<file path="src/rtl/z88_ps2_kbd.sv">
// z88_ps2_kbd: PS/2 keyboard receiver that maintains the 64-key Z88 keyboard matrix
// Ports:
//   clk, rst          master clock, synchronous active-high reset
//   clk_ena           clock enable; everything past the pin synchronisers advances only when high
//   ps2_clk, ps2_data asynchronous PS/2 pins (input only)
//   kb_matrix         key state, bit col*8+row, 1 = held
//   rx_err            one-enable pulse on start/parity/stop error or mid-frame timeout
//   code_vld          one-enable pulse when a good byte arrives
//   code_byte         last good byte
module z88_ps2_kbd #(
    parameter int FILT_LEN    = 4,
    parameter int TIMEOUT_CYC = 12500
) (
    input  logic        clk,
    input  logic        rst,
    input  logic        clk_ena,
    input  logic        ps2_clk,
    input  logic        ps2_data,
    output logic [63:0] kb_matrix,
    output logic        rx_err,
    output logic        code_vld,
    output logic [7:0]  code_byte
);
    localparam int FW = $clog2(FILT_LEN + 1);
    localparam int TW = $clog2(TIMEOUT_CYC + 1);
    typedef enum logic [1:0] {IDLE, DATA, PARITY, STOP} state_t;
    state_t         state_q, state_d;
    logic [1:0]     clk_sync_q, data_sync_q;
    logic           filt_q, filt_d;
    logic [FW-1:0]  filt_cnt_q, filt_cnt_d;
    logic           flip, strobe;
    logic [TW-1:0]  to_q, to_d;
    logic [2:0]     bit_cnt_q, bit_cnt_d;
    logic [7:0]     shift_q, shift_d;
    logic           par_q, par_d;
    logic           rx_err_q, rx_err_d;
    logic           code_vld_q, code_vld_d;
    logic [7:0]     code_byte_q, code_byte_d;
    logic [63:0]    matrix_q, matrix_d;
    logic           ext_q, ext_d, brk_q, brk_d;
    logic [2:0]     skip_q, skip_d;
    logic           hit;
    logic [5:0]     idx;
    // The filtered clock flips only after FILT_LEN consecutive samples disagree with it;
    // any agreeing sample restarts the count.
    assign flip       = (clk_sync_q[1] != filt_q) && (filt_cnt_q == FW'(FILT_LEN - 1));
    assign filt_d     = flip ? ~filt_q : filt_q;
    assign filt_cnt_d = (clk_sync_q[1] == filt_q || flip) ? '0 : filt_cnt_q + 1'b1;
    assign strobe     = flip && filt_q;
    always_comb begin
        state_d     = state_q;
        bit_cnt_d   = bit_cnt_q;
        shift_d     = shift_q;
        par_d       = par_q;
        rx_err_d    = 1'b0;
        code_vld_d  = 1'b0;
        code_byte_d = code_byte_q;
        to_d        = (strobe || state_q == IDLE) ? '0 : to_q + 1'b1;
        if (strobe) begin
            case (state_q)
                IDLE: begin
                    state_d   = data_sync_q[1] ? IDLE : DATA;
                    rx_err_d  = data_sync_q[1];
                    bit_cnt_d = '0;
                    par_d     = 1'b0;
                end
                DATA: begin
                    shift_d   = {data_sync_q[1], shift_q[7:1]};
                    par_d     = par_q ^ data_sync_q[1];
                    bit_cnt_d = bit_cnt_q + 1'b1;
                    state_d   = (bit_cnt_q == 3'd7) ? PARITY : DATA;
                end
                PARITY: begin
                    par_d   = par_q ^ data_sync_q[1];
                    state_d = STOP;
                end
                default: begin
                    // par_q now holds the xor of data and parity bits: 1 means odd parity held
                    state_d     = IDLE;
                    code_vld_d  = data_sync_q[1] && par_q;
                    rx_err_d    = !(data_sync_q[1] && par_q);
                    code_byte_d = (data_sync_q[1] && par_q) ? shift_q : code_byte_q;
                end
            endcase
        end else if (state_q != IDLE && to_q == TW'(TIMEOUT_CYC - 1)) begin
            state_d  = IDLE;
            rx_err_d = 1'b1;
        end
    end
    always_comb begin
        hit = 1'b1;
        idx = '0;
        case ({ext_q, code_byte_q})
            9'h01C:  idx = 6'd45;
            9'h05A:  idx = 6'd6;
            9'h012:  idx = 6'd54;
            9'h059:  idx = 6'd63;
            9'h029:  idx = 6'd46;
            9'h076:  idx = 6'd61;
            9'h014:  idx = 6'd60;
            9'h011:  idx = 6'd52;
            9'h066:  idx = 6'd7;
            9'h00D:  idx = 6'd53;
            9'h175:  idx = 6'd14;
            9'h172:  idx = 6'd13;
            9'h16B:  idx = 6'd12;
            9'h174:  idx = 6'd15;
            default: hit = 1'b0;
        endcase
    end
    // Decoder runs one enable behind code_vld so it never competes with the frame FSM.
    always_comb begin
        matrix_d = matrix_q;
        ext_d    = ext_q;
        brk_d    = brk_q;
        skip_d   = skip_q;
        if (code_vld_q) begin
            if (skip_q != 3'd0) begin
                skip_d = skip_q - 1'b1;
            end else begin
                case (code_byte_q)
                    8'hE1: skip_d = 3'd7;
                    8'hE0: ext_d = 1'b1;
                    8'hF0: brk_d = 1'b1;
                    8'hAA, 8'hFC: begin
                        matrix_d = '0;
                        ext_d    = 1'b0;
                        brk_d    = 1'b0;
                    end
                    8'hFA, 8'hEE, 8'hFE, 8'h00, 8'hFF: begin
                        ext_d = ext_q;
                    end
                    default: begin
                        if (hit) matrix_d[idx] = ~brk_q;
                        ext_d = 1'b0;
                        brk_d = 1'b0;
                    end
                endcase
            end
        end
    end
    always_ff @(posedge clk) begin
        if (rst) begin
            clk_sync_q  <= 2'b11;
            data_sync_q <= 2'b11;
        end else begin
            clk_sync_q  <= {clk_sync_q[0], ps2_clk};
            data_sync_q <= {data_sync_q[0], ps2_data};
        end
    end
    always_ff @(posedge clk) begin
        if (rst) begin
            state_q     <= IDLE;
            filt_q      <= 1'b1;
            filt_cnt_q  <= '0;
            to_q        <= '0;
            bit_cnt_q   <= '0;
            shift_q     <= '0;
            par_q       <= 1'b0;
            rx_err_q    <= 1'b0;
            code_vld_q  <= 1'b0;
            code_byte_q <= '0;
            matrix_q    <= '0;
            ext_q       <= 1'b0;
            brk_q       <= 1'b0;
            skip_q      <= '0;
        end else if (clk_ena) begin
            state_q     <= state_d;
            filt_q      <= filt_d;
            filt_cnt_q  <= filt_cnt_d;
            to_q        <= to_d;
            bit_cnt_q   <= bit_cnt_d;
            shift_q     <= shift_d;
            par_q       <= par_d;
            rx_err_q    <= rx_err_d;
            code_vld_q  <= code_vld_d;
            code_byte_q <= code_byte_d;
            matrix_q    <= matrix_d;
            ext_q       <= ext_d;
            brk_q       <= brk_d;
            skip_q      <= skip_d;
        end
    end
    assign kb_matrix = matrix_q;
    assign rx_err    = rx_err_q;
    assign code_vld  = code_vld_q;
    assign code_byte = code_byte_q;
endmodule

</file>
<file path="config.mk">
export PLATFORM = sky130hd
export DESIGN_NAME = z88_ps2_kbd
export DESIGN_NICKNAME = d
export VERILOG_FILES = /design/src/rtl/z88_ps2_kbd.sv
export SDC_FILE = /design/constraint.sdc
export NUM_CORES = 1
export LEC_CHECK = 0
export CORE_UTILIZATION = 30
export DETAILED_ROUTE_END_ITERATION = 10
export GPL_ROUTABILITY_DRIVEN = 0
export REMOVE_ABC_BUFFERS = 1
export SYNTH_ARGS = -nofsm -noshare
export SYNTH_HDL_FRONTEND = slang
export SYNTH_SLANG_ARGS = --single-unit
</file>
<file path="constraint.sdc">
create_clock -name clk -period 5.9 [get_ports clk]
set_input_delay 0.885 -clock clk [delete_from_list [all_inputs] [get_ports clk]]
set_output_delay 0.885 -clock clk [all_outputs]
set_load 0.01 [all_outputs]
</file>
# ---- Word-level counts from Yosys, hierarchy flattened
# Index checks and enable logic that the tools add are counted.
dict set report word_totals {
  ff_bits 115
  output_inout_bits 74
  elab_cells 119
}
dict set report op_classes {
  add_sub_neg 4
  magnitude_cmp 2
  n_reduce_logical 34
  eq_ne 30
  n_mux 25
  bitwise 8
}
# cell count
set ops {}
lappend ops {{one-hot mux 64 bit (2 select lines)} 1}
lappend ops {{one-hot mux 6 bit (14 select lines)} 1}
lappend ops {{equality test 8 bit, second input constant} 9}
lappend ops {{bitwise mux 64 bit} 1}
lappend ops {{2-to-1 mux 64 bit} 1}
lappend ops {{equality test 9 x 5 -> 1 bit, second input constant} 4}
lappend ops {{equality test 9 x 7 -> 1 bit, second input constant} 4}
lappend ops {{equality test 9 bit, second input constant} 4}
lappend ops {{adder 14 x 1 -> 14 bit, second input constant} 1}
lappend ops {{equality test 14 bit, second input constant} 1}
lappend ops {{2-to-1 mux 14 bit} 1}
lappend ops {{OR reduction 14 bit} 1}
lappend ops {{OR reduction 7 bit} 2}
lappend ops {{AND reduction 3 bit} 4}
lappend ops {{AND reduction 4 bit} 3}
lappend ops {{nonzero test 2 bit} 6}
lappend ops {{equality test 9 x 4 -> 1 bit, second input constant} 1}
lappend ops {{equality test 9 x 6 -> 1 bit, second input constant} 1}
lappend ops {{2-to-1 mux 3 bit} 3}
lappend ops {{logical NOT 8 bit} 1}
lappend ops {{one-hot mux 1 bit (2 select lines)} 4}
lappend ops {{OR reduction 8 bit} 1}
lappend ops {{< comparator 6 x 7 -> 1 bit, second input constant} 1}
lappend ops {{2-to-1 mux 1 bit} 7}
lappend ops {{24 further kinds} 40}

# ---- Depth between registers and ports, before layout
dict set report logic_depth {
  depth_word 9
  mapped_depth 10
}

# ---- Worst setup path before layout
# No wires, ideal clock.
dict set report synth_timing {
  kind {input -> register}
  from {in clk_ena}
  to {reg matrix_q[45], in the netlist kb_matrix[45]}
  arrival_ps 2152
  path_stages 8
  path_slack_ps 3676
  path_buffers 1
  setup_ps 72
  cell_sequence {nand2_1 > a31oi_1 > and4_1 > o41a_2 > buf_2 > o41ai_1 > nor4_2 > mux2i_1}
}
dict set report synth_via {
  elab_chain_len 1
}
# item line
set synth_rtl {}
lappend synth_rtl {{start: declaration} 16} ;# input logic clk_ena,
lappend synth_rtl {{AND reduction 5 bit (no source line)} --}
lappend synth_rtl {{end signal: assignment} 178} ;# matrix_q <= matrix_d;
lappend synth_rtl {{end: declaration} 39} ;# logic [63:0] matrix_q, matrix_d;
# Every way passes these cells.
# A chain may end at the register's enable or synchronous reset.

# ---- Worst setup path in the final report
dict set report layout_timing {
  from {reg code_byte_q[0], in the netlist code_byte[0]}
  to {reg matrix_q[63], in the netlist kb_matrix[63]}
}
dict set report layout_via {
  elab_chain_len 9
}
# item line
set layout_rtl {}
lappend layout_rtl {{start: declaration} 38} ;# logic [7:0] code_byte_q, code_byte_d;
lappend layout_rtl {{start signal: assignment} 177} ;# code_byte_q <= code_byte_d;
lappend layout_rtl {{equality test 9 bit (tied with other cells)} 93} ;# case ({ext_q, code_byte_q})
lappend layout_rtl {{one-hot mux 6 bit (14 select lines)} 93}
lappend layout_rtl {{< comparator 6 x 7 -> 1 bit (implied by the code) / >= comparator 6 x 1 -> 1 bit (equally long branches)} 134} ;# if (hit) matrix_d[idx] = ~brk_q;
lappend layout_rtl {{logical AND 1 bit (implied by the code)} 134}
lappend layout_rtl {{2-to-1 mux 1 bit (implied by the code)} 134}
lappend layout_rtl {{demux 1 bit (select 6 bit)} 134}
lappend layout_rtl {{bitwise mux 64 bit} 134}
lappend layout_rtl {{2-to-1 mux 64 bit} 134}
lappend layout_rtl {{one-hot mux 64 bit (2 select lines)} 121} ;# case (code_byte_q)
# Parallel ways exist; a longest one is shown, timed or not. The select of a mux whose other input is x is not followed.

==> reports/qor.yml <==
fin_crit_ns: 3.255
io_pins: 79
synth-async-reset-ratio_pct: 0
holdBufCountCts: 0
max_freq_ghz: 0.3072
h-tree-depth: 4
first_global_vias: 3489
power_density_nw_per_um2: 283.2
viasPerCell: 4.686
synthCells: 506
rsz0062_at_grt: "no"
root_buffer: "clkbuf_16"
hp-class: "flop to flop"
synth_seq_cells: 115
hold_depth: 1
dpl_worst_slack_ns: 2.221
start_util_pct: 30.98
status: "completed"
die_h_um: 127.8
row_count: 45
synth_area_um2: 4745
postCtsResizedCells: 0
final_common_cell: "dfxtp_1"
drtIter0Drc: 218
crit_path_start_kind: "flop"
cts_buffers: 17
rr_worst_depth: 7
drt-total-wl_um: 10120
drc: 0
synth.distinct_cells: 65
setup_viol: 0
drtPass1Iterations: 4
fillCellCount: 1500
final_cell_mix: "dfxtp_1 (115), clkdlybuf4s50_1 (78), nand2_1 (51), and2_1 (51), nor2_1 (41)"
netlist_top_cells_area: "dfxtp_1 (49%), and2_1 (6.7%), nand2_1 (4.0%), ha_1 (3.4%), nor2_1 (3.2%)"
critPathMaxFanout: 61
cts_tree: "done"
place_area_um2: 5674
portBuffers: 78
fin_tns_setup_ns: 0
clk_pin_slew_ns: 0.05
crit_required_ns: 6.22
die_x_um: 127.8
final-hold-violation-count: 0
num_vias: 3749
arrival_ns: 3.57
dieArea_um2: 16320
antenna_found_initial: 0
n_antenna_cell: 0
ir_worst_vdd_uv: 203.0
overflow: 0
period_share_pct: 55.17
fin_skew_ns: 0.007713
relSlewSlack_pct: 23.41
post-cts-setup-buffers: 0
grt_max_degree: 62
yosysSeqAreaShare_pct: 48.52
hpwl_um: 7050
yosys_warnings: 0
syn2layout_area_growth_pct: 31.38
final.setup.worst_slack_ns: 2.645
grt_pass1_wl_um: 17150
grt_use_total_pct: 13.23
avgRoutedWirePerCell_um: 12.66
coreArea_um2: 15310
slew_violations: 0
fin_nets: 595
stdcell_area_um2: 6233
drive_above_1_share_pct: 8.659
max_cap_violations: 0
syn_area_per_cell_um2: 9.377
leakage_nw: 2.191
cts_max_path_buffers: 2
crit_type: "flop to flop"
ant_nets: 0
tightest_slew_ns: 1.146
synthFlopType: "dfxtp_1"
clock_sinks: 115
synth_edf_count: 0
finish.utilization_pct: 40.70
yosysTopAreaCell: "dfxtp_1"
synth_top_area_share_pct: 48.52
clk_latency_ns: 0.41
endpoint_kind: "flop"
==> metrics by stage <==
stage | hold WS [ns] | power, W | instances
detailed placement | 0.4040 | 0.0008196 | 769
global route | 0.4339 | 0.001826 | 800
global placement | 0.3995 | 0.0008187 | 769
finish | 0.4147 | 0.001765 | 800
CTS | 0.4165 | 0.001792 | 800
floorplan | 0.3895 | 0.0008063 | 479
==> cell families (layout without fill, tap and decap cells) <==
group           count (synthesis)  after routing  synth area share [%]
mux                            15             15                 3.270
xor+xnor                       12             12                 2.215
fa+ha+maj                      13             13                 3.428
flops                         115            115                 48.52
simple gates                  230            230                 27.29
compound gates                 82             82                 11.58
buf+inv                        39            122                 3.692
==> routing by layer <==
| metal | wire length (um) | part of all wire (%) | up-vias | track usage, % |
|---|---|---|---|---|
| li1 | - | - | 1898 | - |
| met3 | 537 | 5.3 | 19 | 4.048 |
| met5 | 0 | 0 | - | 0 |
| met1 | 4811 | 48 | 1746 | 16.81 |
| met2 | 4623 | 46 | 86 | 20.49 |
| met4 | 152 | 1.5 | 0 | 6.159 |
==> flip-flops by register name, summed over array words and instances (netlist names) <==
signal	count
skip_q	3
state_q	2
filt_cnt_q	3
code_vld	1
filt_q	1
kb_matrix	64
par_q	1
bit_cnt_q	3
code_byte	8
clk_sync_q	2
to_q	14
rx_err	1
data_sync_q	2
shift_q	8
brk_q	1
ext_q	1
==> cell usage after synthesis (3+ instances only) <==
master,count
dfxtp_1,115
and2_1,51
nand2_1,51
nor2_1,41
a21oi_1,26
o21ai_0,15
mux2i_1,14
clkbuf_1,13
ha_1,13
inv_1,12
buf_2,11
nand3_1,10
xor2_1,9
nand2b_1,8
nand4_1,7
nor3_1,7
or3_1,7
o31ai_1,6
nand3b_1,5
o211ai_1,5
or2_2,5
and3_1,4
nand4b_1,4
nor2b_1,4
nor4_1,4
a211oi_1,3
a22oi_1,3
nor4bb_1,3
or4b_1,3
xnor2_1,3
==> area by class of cell <==
class | count | area [um2] | area share (%)
Clock buffer | 20 | 446.7 | 7.166
Clock inverter | 11 | 112.6 | 1.807
Inverter | 12 | 45.04 | 0.7226
Multi-Input combinational cell | 352 | 2275 | 36.49
Sequential cell | 115 | 2302 | 36.93
Tap cell | 211 | 264.0 | 4.235
Timing Repair Buffer | 79 | 788.3 | 12.65
==> where the power goes <==
| part | switching, W | internal, W | total, W |
|---|---|---|---|
| Combinational | 0.0000159 | 0.00000650 | 0.0000224 |
| Clock | 0.000339 | 0.000623 | 0.000962 |
| Sequential | 0.00000122 | 0.000780 | 0.000781 |
==> worst paths after layout <==
kind / startpoint / end / slack, ns
setup / recovery: code_byte[0] / kb_matrix[63] / 2.65
hold / removal: clk_sync_q[0] / clk_sync_q[1] / 0.41
setup reg to reg: code_byte[0] / kb_matrix[63] / 2.65
hold reg to reg: clk_sync_q[0] / clk_sync_q[1] / 0.41
==> critical path, stage by stage, from the launching register on <==
cell	delay (ns)
dfxtp_1	0.68
nor4bb_1	0.54
nand4_1	0.18
and4_1	0.28
o41a_2	0.22
a21oi_4	0.93
o211ai_1	0.19
o31ai_1	0.12
(Power assumes the default switching activity.)
